==> src/rtl/ps2_pkg.sv <==
// ps2_pkg: shared definitions for the multi-channel PS/2 device-side transmitter.
//   ps2_state_t    : serialiser state. IDLE, BIT1..BIT10 and STOP_HOLD step
//                    through the frame; GAP is the optional idle time after it.
//   PS2_FRAME_BITS : falling clock edges per frame (start, 8 data, parity, stop).
//   ps2_cw()       : index width for a count of n items, never less than 1.
package ps2_pkg;

    localparam int PS2_FRAME_BITS = 11;

    typedef enum logic [3:0] {
        ST_IDLE      = 4'd0,
        ST_BIT1      = 4'd1,
        ST_BIT2      = 4'd2,
        ST_BIT3      = 4'd3,
        ST_BIT4      = 4'd4,
        ST_BIT5      = 4'd5,
        ST_BIT6      = 4'd6,
        ST_BIT7      = 4'd7,
        ST_BIT8      = 4'd8,
        ST_BIT9      = 4'd9,
        ST_BIT10     = 4'd10,
        ST_STOP_HOLD = 4'd11,
        ST_GAP       = 4'd12
    } ps2_state_t;

    function automatic int ps2_cw(input int n);
        return (n <= 1) ? 1 : $clog2(n);
    endfunction

endpackage

==> src/rtl/ps2_tx_chan.sv <==
// ps2_tx_chan: one PS/2 transmit channel, made of a byte FIFO and a frame serialiser.
//   i_clk_sys, i_reset_n : system clock and asynchronous active-low reset
//   i_tick               : one-cycle pulse on the shared PS/2 clock's rising edge
//   i_clk_ps2            : shared free-running PS/2 clock
//   i_push, i_push_data  : enqueue request and byte, already decoded for this channel
//   i_flush              : empties the FIFO; the frame in flight still completes
//   i_clear_ovf          : clears the sticky overflow flag
//   o_ps2_clk/o_ps2_data : emulated PS/2 pair; both are high while idle
//   o_fifo_full, o_overflow, o_busy : registered status
//
// state      | meaning
// IDLE       | no frame; the FIFO head is popped on the next tick
// BIT1       | start bit (0) on the line
// BIT2..BIT9 | data bits d0..d7 on the line
// BIT10      | odd parity bit on the line
// STOP_HOLD  | stop bit (1) on the line; the next frame may start on leaving
// GAP        | clock held high for IDLE_GAP ticks
module ps2_tx_chan
    import ps2_pkg::*;
#(
    parameter int FIFO_BITS = 3,
    parameter int IDLE_GAP  = 0
) (
    input  logic       i_clk_sys,
    input  logic       i_reset_n,
    input  logic       i_tick,
    input  logic       i_clk_ps2,
    input  logic       i_push,
    input  logic [7:0] i_push_data,
    input  logic       i_flush,
    input  logic       i_clear_ovf,
    output logic       o_ps2_clk,
    output logic       o_ps2_data,
    output logic       o_fifo_full,
    output logic       o_overflow,
    output logic       o_busy
);

    localparam int DEPTH = 1 << FIFO_BITS;
    localparam int GW    = ps2_cw(IDLE_GAP + 1);
    localparam logic [FIFO_BITS:0] FULL_OCC = (FIFO_BITS + 1)'(DEPTH);
    localparam logic [GW-1:0]      GAP_LOAD = GW'((IDLE_GAP > 0) ? IDLE_GAP - 1 : 0);

    logic [7:0]       r_mem [DEPTH];
    logic [FIFO_BITS:0] r_wr_ptr, r_rd_ptr, w_wr_nxt, w_rd_nxt;
    logic             r_full, r_ovf, r_busy;
    logic             w_empty, w_push_ok, w_pop;
    logic [7:0]       w_head;

    ps2_state_t       r_state, w_state_nxt;
    logic [7:0]       r_shift, w_shift_nxt;
    logic             r_parity, w_parity_nxt;
    logic             r_data, w_data_nxt;
    logic [GW-1:0]    r_gap, w_gap_nxt;

    assign w_empty   = (r_wr_ptr == r_rd_ptr);
    assign w_push_ok = i_push & ~r_full;
    assign w_head    = r_mem[r_rd_ptr[FIFO_BITS-1:0]];

    // Flush wins over a same-cycle push; the read pointer catches up with the write pointer.
    always_comb begin
        w_wr_nxt = r_wr_ptr;
        w_rd_nxt = r_rd_ptr;
        if (i_flush) begin
            w_rd_nxt = r_wr_ptr;
        end else begin
            if (w_push_ok) w_wr_nxt = r_wr_ptr + 1'b1;
            if (w_pop)     w_rd_nxt = r_rd_ptr + 1'b1;
        end
    end

    always_ff @(posedge i_clk_sys) begin
        if (w_push_ok && !i_flush) r_mem[r_wr_ptr[FIFO_BITS-1:0]] <= i_push_data;
    end

    always_ff @(posedge i_clk_sys or negedge i_reset_n) begin
        if (!i_reset_n) begin
            r_wr_ptr <= '0;
            r_rd_ptr <= '0;
            r_full   <= 1'b0;
            r_ovf    <= 1'b0;
            r_busy   <= 1'b0;
        end else begin
            r_wr_ptr <= w_wr_nxt;
            r_rd_ptr <= w_rd_nxt;
            r_full   <= ((w_wr_nxt - w_rd_nxt) == FULL_OCC);
            r_busy   <= (w_state_nxt != ST_IDLE) || (w_wr_nxt != w_rd_nxt);
            if (i_clear_ovf)             r_ovf <= 1'b0;
            else if (i_push && r_full)   r_ovf <= 1'b1;
        end
    end

    always_ff @(posedge i_clk_sys or negedge i_reset_n) begin
        if (!i_reset_n) begin
            r_state  <= ST_IDLE;
            r_shift  <= '0;
            r_parity <= 1'b1;
            r_data   <= 1'b1;
            r_gap    <= '0;
        end else begin
            r_state  <= w_state_nxt;
            r_shift  <= w_shift_nxt;
            r_parity <= w_parity_nxt;
            r_data   <= w_data_nxt;
            r_gap    <= w_gap_nxt;
        end
    end

    always_comb begin
        w_state_nxt  = r_state;
        w_shift_nxt  = r_shift;
        w_parity_nxt = r_parity;
        w_data_nxt   = r_data;
        w_gap_nxt    = r_gap;
        w_pop        = 1'b0;
        if (i_tick) begin
            case (r_state)
                ST_IDLE: begin
                    if (!w_empty) begin
                        w_pop        = 1'b1;
                        w_shift_nxt  = w_head;
                        w_parity_nxt = 1'b1;
                        w_data_nxt   = 1'b0;
                        w_state_nxt  = ST_BIT1;
                    end
                end
                ST_BIT1, ST_BIT2, ST_BIT3, ST_BIT4,
                ST_BIT5, ST_BIT6, ST_BIT7, ST_BIT8: begin
                    w_data_nxt   = r_shift[0];
                    w_shift_nxt  = {1'b0, r_shift[7:1]};
                    w_parity_nxt = r_parity ^ r_shift[0];
                    w_state_nxt  = ps2_state_t'(r_state + 4'd1);
                end
                ST_BIT9: begin
                    w_data_nxt  = r_parity;
                    w_state_nxt = ST_BIT10;
                end
                ST_BIT10: begin
                    w_data_nxt  = 1'b1;
                    w_state_nxt = ST_STOP_HOLD;
                end
                ST_STOP_HOLD: begin
                    if (IDLE_GAP > 0) begin
                        w_gap_nxt   = GAP_LOAD;
                        w_state_nxt = ST_GAP;
                    end else if (!w_empty) begin
                        // Back-to-back: the next start bit replaces the stop hold directly.
                        w_pop        = 1'b1;
                        w_shift_nxt  = w_head;
                        w_parity_nxt = 1'b1;
                        w_data_nxt   = 1'b0;
                        w_state_nxt  = ST_BIT1;
                    end else begin
                        w_state_nxt = ST_IDLE;
                    end
                end
                ST_GAP: begin
                    if (r_gap == '0) w_state_nxt = ST_IDLE;
                    else             w_gap_nxt   = r_gap - 1'b1;
                end
                default: begin
                    w_state_nxt = ST_IDLE;
                    w_data_nxt  = 1'b1;
                end
            endcase
        end
    end

    // The clock is forced high outside a frame, so falling edges only occur on the 11 frame bits.
    assign o_ps2_clk   = i_clk_ps2 | (r_state == ST_IDLE) | (r_state == ST_GAP);
    assign o_ps2_data  = r_data;
    assign o_fifo_full = r_full;
    assign o_overflow  = r_ovf;
    assign o_busy      = r_busy;

endmodule

==> src/rtl/ps2_tx_multi.sv <==
// ps2_tx_multi: parametrised multi-channel PS/2 device-side transmitter.
//   i_clk_sys, i_reset_n        : system clock and asynchronous active-low reset
//   i_wr_strobe, i_wr_chan,
//   i_wr_data                   : one-cycle byte write into the addressed channel FIFO;
//                                 channel numbers >= CHANNELS are ignored
//   i_flush, i_clear_ovf        : per-channel FIFO flush and overflow clear
//   o_ps2_clk, o_ps2_data       : per-channel emulated PS/2 pair
//   o_fifo_full, o_overflow,
//   o_busy                      : per-channel registered status
// All channels share one divider, so frames started on the same tick stay aligned.
module ps2_tx_multi
    import ps2_pkg::*;
#(
    parameter  int CHANNELS  = 2,
    parameter  int FIFO_BITS = 3,
    parameter  int PS2DIV    = 1000,
    parameter  int IDLE_GAP  = 0,
    localparam int CW        = ps2_cw(CHANNELS)
) (
    input  logic                i_clk_sys,
    input  logic                i_reset_n,
    input  logic                i_wr_strobe,
    input  logic [CW-1:0]       i_wr_chan,
    input  logic [7:0]          i_wr_data,
    input  logic [CHANNELS-1:0] i_flush,
    input  logic [CHANNELS-1:0] i_clear_ovf,
    output logic [CHANNELS-1:0] o_ps2_clk,
    output logic [CHANNELS-1:0] o_ps2_data,
    output logic [CHANNELS-1:0] o_fifo_full,
    output logic [CHANNELS-1:0] o_overflow,
    output logic [CHANNELS-1:0] o_busy
);

    localparam int DW = ps2_cw(PS2DIV);

    logic [DW-1:0] r_cnt;
    logic          r_clk_ps2;
    logic          w_wrap;
    logic          w_tick;

    assign w_wrap = (r_cnt == DW'(PS2DIV - 1));
    // Pulse in the cycle whose closing edge drives the PS/2 clock from low to high.
    assign w_tick = w_wrap & ~r_clk_ps2;

    always_ff @(posedge i_clk_sys or negedge i_reset_n) begin
        if (!i_reset_n) begin
            r_cnt     <= '0;
            r_clk_ps2 <= 1'b0;
        end else if (w_wrap) begin
            r_cnt     <= '0;
            r_clk_ps2 <= ~r_clk_ps2;
        end else begin
            r_cnt     <= r_cnt + 1'b1;
        end
    end

    for (genvar g = 0; g < CHANNELS; g++) begin : g_chan
        logic w_push;
        assign w_push = i_wr_strobe && (i_wr_chan == CW'(g));

        ps2_tx_chan #(
            .FIFO_BITS (FIFO_BITS),
            .IDLE_GAP  (IDLE_GAP)
        ) u_chan (
            .i_clk_sys   (i_clk_sys),
            .i_reset_n   (i_reset_n),
            .i_tick      (w_tick),
            .i_clk_ps2   (r_clk_ps2),
            .i_push      (w_push),
            .i_push_data (i_wr_data),
            .i_flush     (i_flush[g]),
            .i_clear_ovf (i_clear_ovf[g]),
            .o_ps2_clk   (o_ps2_clk[g]),
            .o_ps2_data  (o_ps2_data[g]),
            .o_fifo_full (o_fifo_full[g]),
            .o_overflow  (o_overflow[g]),
            .o_busy      (o_busy[g])
        );
    end

endmodule

==> config.mk <==
export PLATFORM = sky130hd
export DESIGN_NAME = ps2_tx_multi
export DESIGN_NICKNAME = d
export VERILOG_FILES = /design/src/rtl/ps2_pkg.sv /design/src/rtl/ps2_tx_chan.sv /design/src/rtl/ps2_tx_multi.sv
export SDC_FILE = /design/constraint.sdc
export NUM_CORES = 1
export LEC_CHECK = 0
export ABC_AREA = 1
export BUFFER_PORTS_ARGS = -buffer_cell sky130_fd_sc_hd__buf_2
export CORE_UTILIZATION = 45
export DETAILED_ROUTE_END_ITERATION = 16
export GPL_TIMING_DRIVEN = 0
export PLACE_DENSITY = 0.7
export SYNTH_ARGS = -nofsm -noshare
export SYNTH_HDL_FRONTEND = slang
export SYNTH_SLANG_ARGS = --single-unit
==> constraint.sdc <==
create_clock -name i_clk_sys -period 2.8 [get_ports i_clk_sys]
set_input_delay 0.84 -clock i_clk_sys [delete_from_list [all_inputs] [get_ports i_clk_sys]]
set_output_delay 0.84 -clock i_clk_sys [all_outputs]
set_load 0.01 [all_outputs]
# Word level (Yosys, flattened, before mapping)

Memories as Yosys holds them, arrays and structs flattened.
Cells that the tools add are included.

Bits in registers: 63
Bits in writable memories: 128
Input bits: 16
Output and inout port bits: 10
Logic and storage cells: 158
Memories: 2

Memory list:

| name                   | words | width | rd ports | clocked after Yosys merged registers in | write ports | RTL line          | RTL |
|---|---|---|---|---|---|---|---|
| g_chan[0].u_chan.r_mem | 8     | 8     | 1        | 0                                       | 1           | ps2_tx_chan.sv:44 | `logic [7:0] r_mem [DEPTH];` |
| g_chan[1].u_chan.r_mem | 8     | 8     | 1        | 0                                       | 1           | ps2_tx_chan.sv:44 |  |

$add $sub $neg: 11
Equality and inequality tests: 33
Mux-type cells: 47
Bitwise logic cells: 15
Reduce and logical (&&, ||, !) cells: 28

Operators by type and width:

| operator              | number |
|---|---|
| $mux 4                | 14 |
| $eq 4x4->1 const B    | 12 |
| $pmux 4 s6            | 2 |
| $eq 4x3->1 const B    | 8 |
| $pmux 8 s2            | 2 |
| $add 4x1->4 const B   | 6 |
| $mux 1                | 22 |
| $eq 4x2->1 const B    | 4 |
| $mux 8                | 2 |
| $reduce_or 8->1       | 2 |
| $reduce_and 3->1      | 4 |
| $add 10x1->10 const B | 1 |
| $eq 10x10->1 const B  | 1 |
| $mux 10               | 1 |
| $eq 4x1->1 const B    | 2 |
| $eq 4x4->1            | 2 |
| $logic_not 4->1       | 2 |
| $ne 4x4->1            | 2 |
| $pmux 1 s4            | 2 |
| $reduce_bool 2->1     | 4 |
| $reduce_bool 4->1     | 2 |
| $sub 4x4->4           | 2 |
| $logic_and 1x1->1     | 6 |
| $not 1->1             | 6 |
| other kinds (10)      | 23 |

# Logic depth before layout (Yosys ltp)

Gate-level depths: netlist of the first run.

Word-level depth: 8
Gate-level depth with buffers: 20
Gate-level depth less buffers: 19

# Cells and area by module

Synthesis of the first run repeated with hierarchy kept, for this count alone.

Cell total of the unflattened synthesis: 861
Area total of the unflattened synthesis: 8871.0 um2

By module, submodules not included:

| module                          | instances | cells each | area each (um2) | sequential area each (um2) |
|---|---|---|---|---|
| ps2_tx_chan at g_chan[0].u_chan | 1         | 393        | 4167.7          | 2549.9 |
| ps2_tx_chan at g_chan[1].u_chan | 1         | 389        | 4127.7          | 2549.9 |
| ps2_tx_multi                    | 1         | 79         | 575.6           | 275.3 |

# Worst setup path before layout of the first run

OpenSTA, ideal clock, no wires.

Path type: register to register
Start point: reg r_cnt[0]
End point: reg g_chan[1].u_chan.r_full
Library setup time: 0.069 ns
Data arrival time: 2.518 ns
Data required time: 2.731 ns
Setup slack: 0.213 ns
Stages on the path, launching flop included: 20
Buffers on the path: 0
Clock period less this slack: 2.587 ns
Cells stage by stage: dfrtp_1 > ha_1 > nand2_1 > nor2_2 > nand2_2 > nor2_8 > nand3_4 > inv_2 > nand2_2 > o21ai_2 > nor2_1 > or2_4 > ha_1 > a21oi_1 > inv_1 > a21oi_1 > inv_1 > nand3_1 > nand2_1 > nor2_2

Cells in the longest elaborated chain, start to end: 7

RTL lines:

| element                | RTL line           | RTL |
|---|---|---|
| from (decl)            | ps2_tx_multi.sv:36 | `logic [DW-1:0] r_cnt;` |
| from (signal assigned) | ps2_tx_multi.sv:53 | `r_cnt <= r_cnt + 1'b1;` |
| $eq 10x10->1           | ps2_tx_multi.sv:41 | `assign w_wrap = (r_cnt == DW'(PS2DIV - 1));` |
| $and 1x1->1            | ps2_tx_multi.sv:43 | `assign w_tick = w_wrap & ~r_clk_ps2;` |
| $mux 1                 | ps2_tx_chan.sv:116 | `if (i_tick) begin` |
| $mux 4                 | ps2_tx_chan.sv:68  | `if (w_pop) w_rd_nxt = r_rd_ptr + 1'b1;` |
| $mux 4                 | ps2_tx_chan.sv:64  | `if (i_flush) begin` |
| $sub 4x4->4            | ps2_tx_chan.sv:86  | `r_full <= ((w_wr_nxt - w_rd_nxt) == FULL_OCC);` |
| $eq 4x4->1             | ps2_tx_chan.sv:86  |  |
| to (signal assigned)   | ps2_tx_chan.sv:86  |  |
| to (decl)              | ps2_tx_chan.sv:46  | `logic r_full, r_ovf, r_busy;` |

Every way passes these cells.
A chain may end at the register's enable or synchronous reset.

# Worst setup path in the final report of the first run

Start point: reg g_chan[1].u_chan.r_state[0]
End point: reg g_chan[1].u_chan.r_full

Cells in the longest elaborated chain, start to end: 8
Elaborated cells on any way between the ends: 9
Classes of those cells: add/sub: 1; eq/ne: 2; mux: 4; reduce/logical: 2

RTL lines:

| element                                       | RTL line           | RTL |
|---|---|---|
| from (decl)                                   | ps2_tx_chan.sv:50  | `ps2_state_t r_state, w_state_nxt;` |
| from (signal assigned)                        | ps2_tx_chan.sv:101 | `r_state <= w_state_nxt;` |
| $eq 4x4->1 or $logic_not 4->1 (tied branches) | ps2_tx_chan.sv:117 | `case (r_state)` |
| $reduce_or 2->1 (no line) (*)                 | -                  |  |
| $mux 1 (*)                                    | -                  |  |
| $mux 1 (*)                                    | ps2_tx_chan.sv:116 |  |
| $mux 4 (*)                                    | ps2_tx_chan.sv:68  |  |
| $mux 4 (*)                                    | ps2_tx_chan.sv:64  |  |
| $sub 4x4->4 (*)                               | ps2_tx_chan.sv:86  |  |
| $eq 4x4->1 (*)                                | ps2_tx_chan.sv:86  |  |

Mark *: on every way between the ends. The rest lies on a longest branch, timed or not.

==> results of run 1 <==
==> flip-flops by register name (all words and copies together) (netlist names) <==
name and flops:
g_chan.u_chan.r_rd_ptr 8, g_chan.u_chan.o_overflow 2, r_clk_ps2 1, g_chan.u_chan.r_parity 2, g_chan.u_chan.o_fifo_full 2, g_chan.u_chan.r_wr_ptr 8, g_chan.u_chan.r_mem 128, r_cnt 10
g_chan.u_chan.r_state 8, g_chan.u_chan.r_shift 16, g_chan.u_chan.o_busy 2, g_chan.u_chan.o_ps2_data 2
==> kinds of logic (layout without fill, tap and decap cells) <==
| kind of cell | count (synthesis) | after routing | share of synthesized area |
|---|---|---|---|
| and+or+nand+nor | 338 | 338 | 0.1711 |
| xor gates and xnor gates | 14 | 14 | 0.01395 |
| buffers and inverters | 120 | 190 | 0.06006 |
| muxes | 1 | 1 | 0.001139 |
| AOI/OAI and AO/OA | 178 | 178 | 0.1153 |
| adders and majority gates | 19 | 19 | 0.02704 |
| DFF | 189 | 189 | 0.6114 |
==> metal layers <==
layer,global-route usage,part of all wire,up-vias
met5,0,0,-
met4,0.05829,0.012,0
met3,0.04016,0.054,13
met2,0.3171,0.47,158
met1,0.2898,0.47,3000
li1,-,-,3058
==> synth_stat cells, types with 11 or more instances <==
master,n,area (sq um)
xor2_1,14,122.6
nor3_1,11,55.05
o21ai_0,91,455.4
o22ai_1,25,156.4
inv_2,16,60.06
inv_1,61,229.0
buf_4,16,120.1
nor2_1,102,382.9
ha_1,19,237.7
a21oi_1,21,105.1
edfxtp_1,128,3844
nand2_1,152,570.6
o21ai_1,11,55.05
dfrtp_1,57,1426
o211ai_1,13,97.59
nand3_1,39,195.2
clkbuf_1,19,71.32
==> layout make-up <==
cell class,instances,area (sq um)
Multi-Input combinational cell,550,2962
Clock inverter,12,148.9
Timing Repair Buffer,38,225.2
Clock buffer,20,436.7
Tap cell,260,325.3
Buffer,40,222.7
Fill cell,1655,8952
Inverter,80,306.5
Sequential cell,189,5376
==> worst max-delay path by stage <==
stage                                startpoint                           end  slack [ps]  cells past startpoint
floorplan                              r_cnt[0]  g_chan[1].u_chan.o_fifo_full         210                     19
global placement                      i_wr_chan  g_chan[0].u_chan.r_mem[2][5]        -160                      4
detailed placement                    i_wr_chan  g_chan[0].u_chan.r_mem[2][5]        -270                      4
CTS                                    r_cnt[0]  g_chan[0].u_chan.o_fifo_full           9                     19
global route                           r_cnt[1]  g_chan[0].u_chan.o_fifo_full         -20                     19
finish              g_chan[1].u_chan.r_state[0]  g_chan[1].u_chan.o_fifo_full         220                     18
==> critical path: stages, from the launching register on <==
cell and delay (ps):
dfrtp_1 440, inv_1 120, ha_1 220, nand3_2 160
nand2_4 150, nand3_4 90, inv_2 90, nand2_2 50
o21ai_2 50, nor2_1 50, or2_4 250, ha_4 250
a21oi_2 130, inv_1 70, a21oi_2 140, inv_1 60
nand3_1 70, nand2_1 60, nor2_2 70
==> stage by stage <==
| stage | instances | setup slack (ps) |
|---|---|---|
| 2_1_floorplan | 859 | 212.9 |
| 3_3_place_gp | 1144 | -159.0 |
| 3_5_place_dp | 1144 | -270.1 |
| 4_1_cts | 1181 | 8.598 |
| 5_1_grt | 1189 | -24.98 |
| 6_report | 1189 | 223.8 |
==> report_power, final <==
group	switching, W	internal, W	total (W)
Sequential	0.000131	0.00316	0.00330
Clock	0.00114	0.00127	0.00241
Combinational	0.00149	0.000789	0.00228
==> timing repair <==
| action | in CTS | in global routing |
|---|---|---|
| pin swaps | 4 | 8 |
| buffers inserted | 5 | 8 |
| gates resized for setup | 4 | 13 |
| gates cloned | 0 | 0 |
| setup endpoints to repair | 2 | 12 |
==> flow_summary.yaml, run 1 <==
outcome:
  status: "finished clean"
worst_setup_path:
  r2r_slack_ps: 220
  reg2reg_depth: 18
  required_ps: 3170
  crit_fanout: 6
  criticalPathCategory: "reg2reg"
  end_kind: "register"
  rr_startpoint: "g_chan[1].u_chan.r_state[0]"
  r2r-end: "g_chan[1].u_chan.o_fifo_full"
  startpoint_type: "register"
  cp.arrival_ps: 2950
layout:
  syn_to_final_growth_pct: 13.79
  final_cell_mix: "nand2_1 (149), edfxtp_1 (128), nor2_1 (102), o21ai_0 (91), inv_1 (61)"
  finalNetCount: 951
  antennaDiodeCount: 0
  layout-drive-gt1-share: 0.1668
  finalInstanceArea_sq_um: 10000
  final_common_cell: "nand2_1"
  finalCoreUtilization: 0.5277
power_and_ir_drop:
  finalPower_w: 0.007990
  power.density_nw_per_um2: 798.7
  ir_drop_v: 0.0004640
  leakagePower_nw: 4.007
clock_network:
  cts_made_buffers: 17
  worstSkewPairLatency_ps: 440
  cts_tree: "built"
  htreeDepth: 4
  cts.sinks: 189
  clockBufferDepth: 2
  cts-root-buf: "clkbuf_16"
  cts_hold_buf: 0
  clkSlewWorstSetupHoldPaths_ps: 70
place:
  hpwlAfterDp_um: 12500
  placed_cell_area_sq_um: 9244
  globalplace.congestion: 0.8120
  io_buffer_count: 25
sta:
  max_slew.worst_pin.slew_ps: 1284
  clock.fmax_mhz: 388.2
  fin_skew_ps: 11.64
  holdWs_ps: 483.3
  setup_viol: 0
  hold_viol: 0
  setup_tns_ps: 0
  min_period_ps: 2576
  slew_headroom: 0.1374
  slew_viol_final: 0
  timing.final.crit_share: 0.9201
floorplan:
  die_w_um: 141.8
  core_area_sq_um: 18960
  initial_core_util: 0.4638
  die_area_sq_um: 20100
  row_count: 50
  die_y_um: 141.8
  io_pins: 26
hold_path:
  worst_hold_startpoint: "g_chan[1].u_chan.r_shift[7]"
  min_path_type: "reg2reg"
  whs_path_depth: 1
  worstHoldEndpoint: "g_chan[1].u_chan.r_shift[7]"
synthesis:
  synth.distinct_cells: 44
  ys_seq_area_frac: 0.6114
  syn_area_per_cell_sq_um: 10.23
  synth_nets: 894
  ys_ff_latch: 189
  ys.flop_type: "edfxtp_1"
  synthCells: 859
  async_reset_ff_frac: 0.3228
  synth_edf_count: 128
  syn-cell-area_sq_um: 8791
  ys_warn_count: 0
route:
  vias: 6229
  wl_um: 19060
  wire_per_inst_um: 16.03
  vias_per_cell: 5.239
  antenna_left: 0
  drt-pass1-iter-count: 5
  drc_errors: 0
  drtIter0Drc: 543
job:
  maxCapViolCount: 0
grt:
  antenna_found_initial: 0
  grt_pass1_wl_um: 31280
  overflow: 0
  grt_pass1_vias: 5954
  track_usage: 0.2036
  grt_max_degree: 62
Note: power is estimated with default switching activity, not from simulation.
==> run 2, diff against run 1 <==
--- a/config.mk
+++ b/config.mk
@@ -7,6 +7,7 @@
 export LEC_CHECK = 0
 export ABC_AREA = 1
 export BUFFER_PORTS_ARGS = -buffer_cell sky130_fd_sc_hd__buf_2
+export CORE_ASPECT_RATIO = 1.5
 export CORE_UTILIZATION = 45
 export DETAILED_ROUTE_END_ITERATION = 16
 export GPL_TIMING_DRIVEN = 0
==> run 2 against run 1 <==
Against the previous run:
- register-to-register slack got worse by 20 ps
- worst setup slack lost 21 ps
- clock skew down 2.7 ps
- largest cell class unchanged
- clock-buffer cell count fell by 3
- first-iteration DRC count is 2.8% lower
- cell count fell by 0.50%
- die area about the same
- hold slack worse by 81 ps
- highest routed layer unchanged
- combinational power is 2% lower
- sequential cell count is the same
==> flow_summary.yaml, run 2 (same netlist as run 1, synthesis figures left out) <==
layout:
  final_cell_mix: "nand2_1 (150), edfxtp_1 (128), nor2_1 (101), o21ai_0 (91), inv_1 (60)"
  finalNetCount: 949
  layout-drive-gt1-share: 0.1683
  largest_reg_flops: 128
  layoutNonFillerInstCount: 1183
  syn_to_final_growth_pct: 14.22
  finalInstanceArea_sq_um: 10040
  final_common_cell: "nand2_1"
  antennaDiodeCount: 0
  fillers: 1706
route:
  wl_um: 18410
  drt-pass1-iter-count: 7
  antenna_left: 0
  vias: 6132
  drc_errors: 0
  vias_per_cell: 5.183
  wire_per_inst_um: 15.56
  drtIter0Drc: 528
floorplan:
  row_count: 62
  die_y_um: 173.2
  io_pins: 26
  core_area_sq_um: 19160
  die_area_sq_um: 20110
  die_w_um: 116.1
  initial_core_util: 0.4588
worst_setup_path:
  path_cells: "ha_2 > nand2_1 > nor2_2 > nand2_4 > nor2_8 > nand3_4 > clkinv_2 > nand2_1 > o21ai_1 > nor2_1 > or2_4 > ha_4 > a21oi_2 > inv_1 > a21oi_2 > inv_1 > nand3_1 > nand2_1 > nor2_1"
  max_stage_delay_ps: 350
  critPathSlowestCell: "dfrtp_1"
  startpoint_type: "register"
  required_ps: 3170
  cp.arrival_ps: 2970
  reg2reg_depth: 19
  crit_top_cell: "nand2_1"
  criticalPathCategory: "reg2reg"
  end_kind: "register"
  crit_fanout: 6
sta:
  slew_viol_final: 0
  clock.fmax_mhz: 385.0
  slew_headroom: 0.1421
  fin_skew_ps: 8.927
  setup_slack_ps: 202.7
  hold_viol: 0
  rsz0062_at_grt: "true"
  holdWs_ps: 401.9
  min_period_ps: 2597
  max_slew.worst_pin.slew_ps: 1277
  setup_viol: 0
  timing.final.crit_share: 0.9276
clock_network:
  clockBufferDepth: 2
  clkSlewWorstSetupHoldPaths_ps: 70
  cts-root-buf: "clkbuf_16"
  worstSkewPairLatency_ps: 440
  htreeDepth: 4
  cts_tree: "built"
  cts_hold_buf: 0
  cts.sinks: 189
  cts_made_buffers: 17
place:
  dp.cells: 1141
  hpwlAfterDp_um: 12830
  io_buffer_count: 25
  detailedPlace.worstSlack_ps: -286.6
  placed_cell_area_sq_um: 9256
  globalplace.congestion: 0.8125
grt:
  antenna_found_initial: 0
  grt_max_degree: 38
  grt_pass1_vias: 5960
  track_usage: 0.1976
  overflow: 0
  grt_pass1_wl_um: 30140
hold_path:
  min_path_type: "in2async"
outcome:
  status: "finished clean"
power_and_ir_drop:
  power.density_nw_per_um2: 803.6
  finalPower_w: 0.008069
  ir_drop_v: 0.0005244
  leakagePower_nw: 4.023
job:
  maxCapViolCount: 0
-- run 2: final cells by class --
| type | count | area [sq um] | share of cell area |
|---|---|---|---|
| inverter | 80 | 305.3 | 0.03040 |
| buffer | 40 | 226.5 | 0.02255 |
| clock buffer | 17 | 425.4 | 0.04237 |
| tap | 256 | 320.3 | 0.03190 |
| timing repair buffer | 36 | 220.2 | 0.02193 |
| multi-input combinational | 550 | 2967 | 0.2955 |
| clock inverter | 15 | 201.4 | 0.02006 |
| sequential | 189 | 5375 | 0.5353 |
-- run 2: critical path, delay by kind of cell (launching register included) --
kind / cells / cell delay [ps]
buffers and inverters: 3 / 210
flip-flops: 1 / 350
AND/OR/NAND/NOR: 11 / 1200
adder cells (fa/ha/maj): 2 / 430
AO/OA/AOI/OAI: 3 / 340
-- run 2: path summary, 6_finish.rpt --
kind / from / to / slack [ps]
min in group i_clk_sys: g_chan[1].u_chan.r_shift[7] / g_chan[1].u_chan.r_shift[7] / 490
setup reg to reg: r_cnt[1] / g_chan[0].u_chan.o_fifo_full / 200
hold reg to reg: g_chan[1].u_chan.r_shift[7] / g_chan[1].u_chan.r_shift[7] / 490
hold / removal: i_reset_n / r_cnt[0] / 400
max in group asynchronous: i_reset_n / g_chan[0].u_chan.r_parity / 1720
setup / recovery: r_cnt[1] / g_chan[0].u_chan.o_fifo_full / 200
-- run 2: repair_timing --
item | in CTS | in global routing
endpoints found under the setup margin | 2 | 2
gates resized for setup | 3 | 15
endpoints found under the hold margin | 0 | 0
buffers inserted | 5 | 5
pin swaps | 4 | 7
-- run 2: routing by layer --
metal / vias to the layer above / track usage / share of wire
li1: 3062 / - / -
met3: 22 / 0.03155 / 0.032
met2: 119 / 0.3418 / 0.53
met4: 0 / 0.07265 / 0.017
met5: - / 0 / 0
met1: 2929 / 0.2455 / 0.42
-- run 2: through the flow --
| step | util | setup TNS, ps |
|---|---|---|
| after floorplan | - | 0 |
| after global placement | 0.4820 | -7336 |
| after detailed placement | 0.4831 | -9718 |
| after CTS | 0.5184 | 0 |
| after global routing | 0.5240 | -35.90 |
| final | 0.5240 | 0 |
-- run 2: report_power, final --
group          internal [W]  switching (W)
logic              0.000791        0.00144
clock network       0.00144        0.00111
registers           0.00316       0.000127
total               0.00540        0.00267
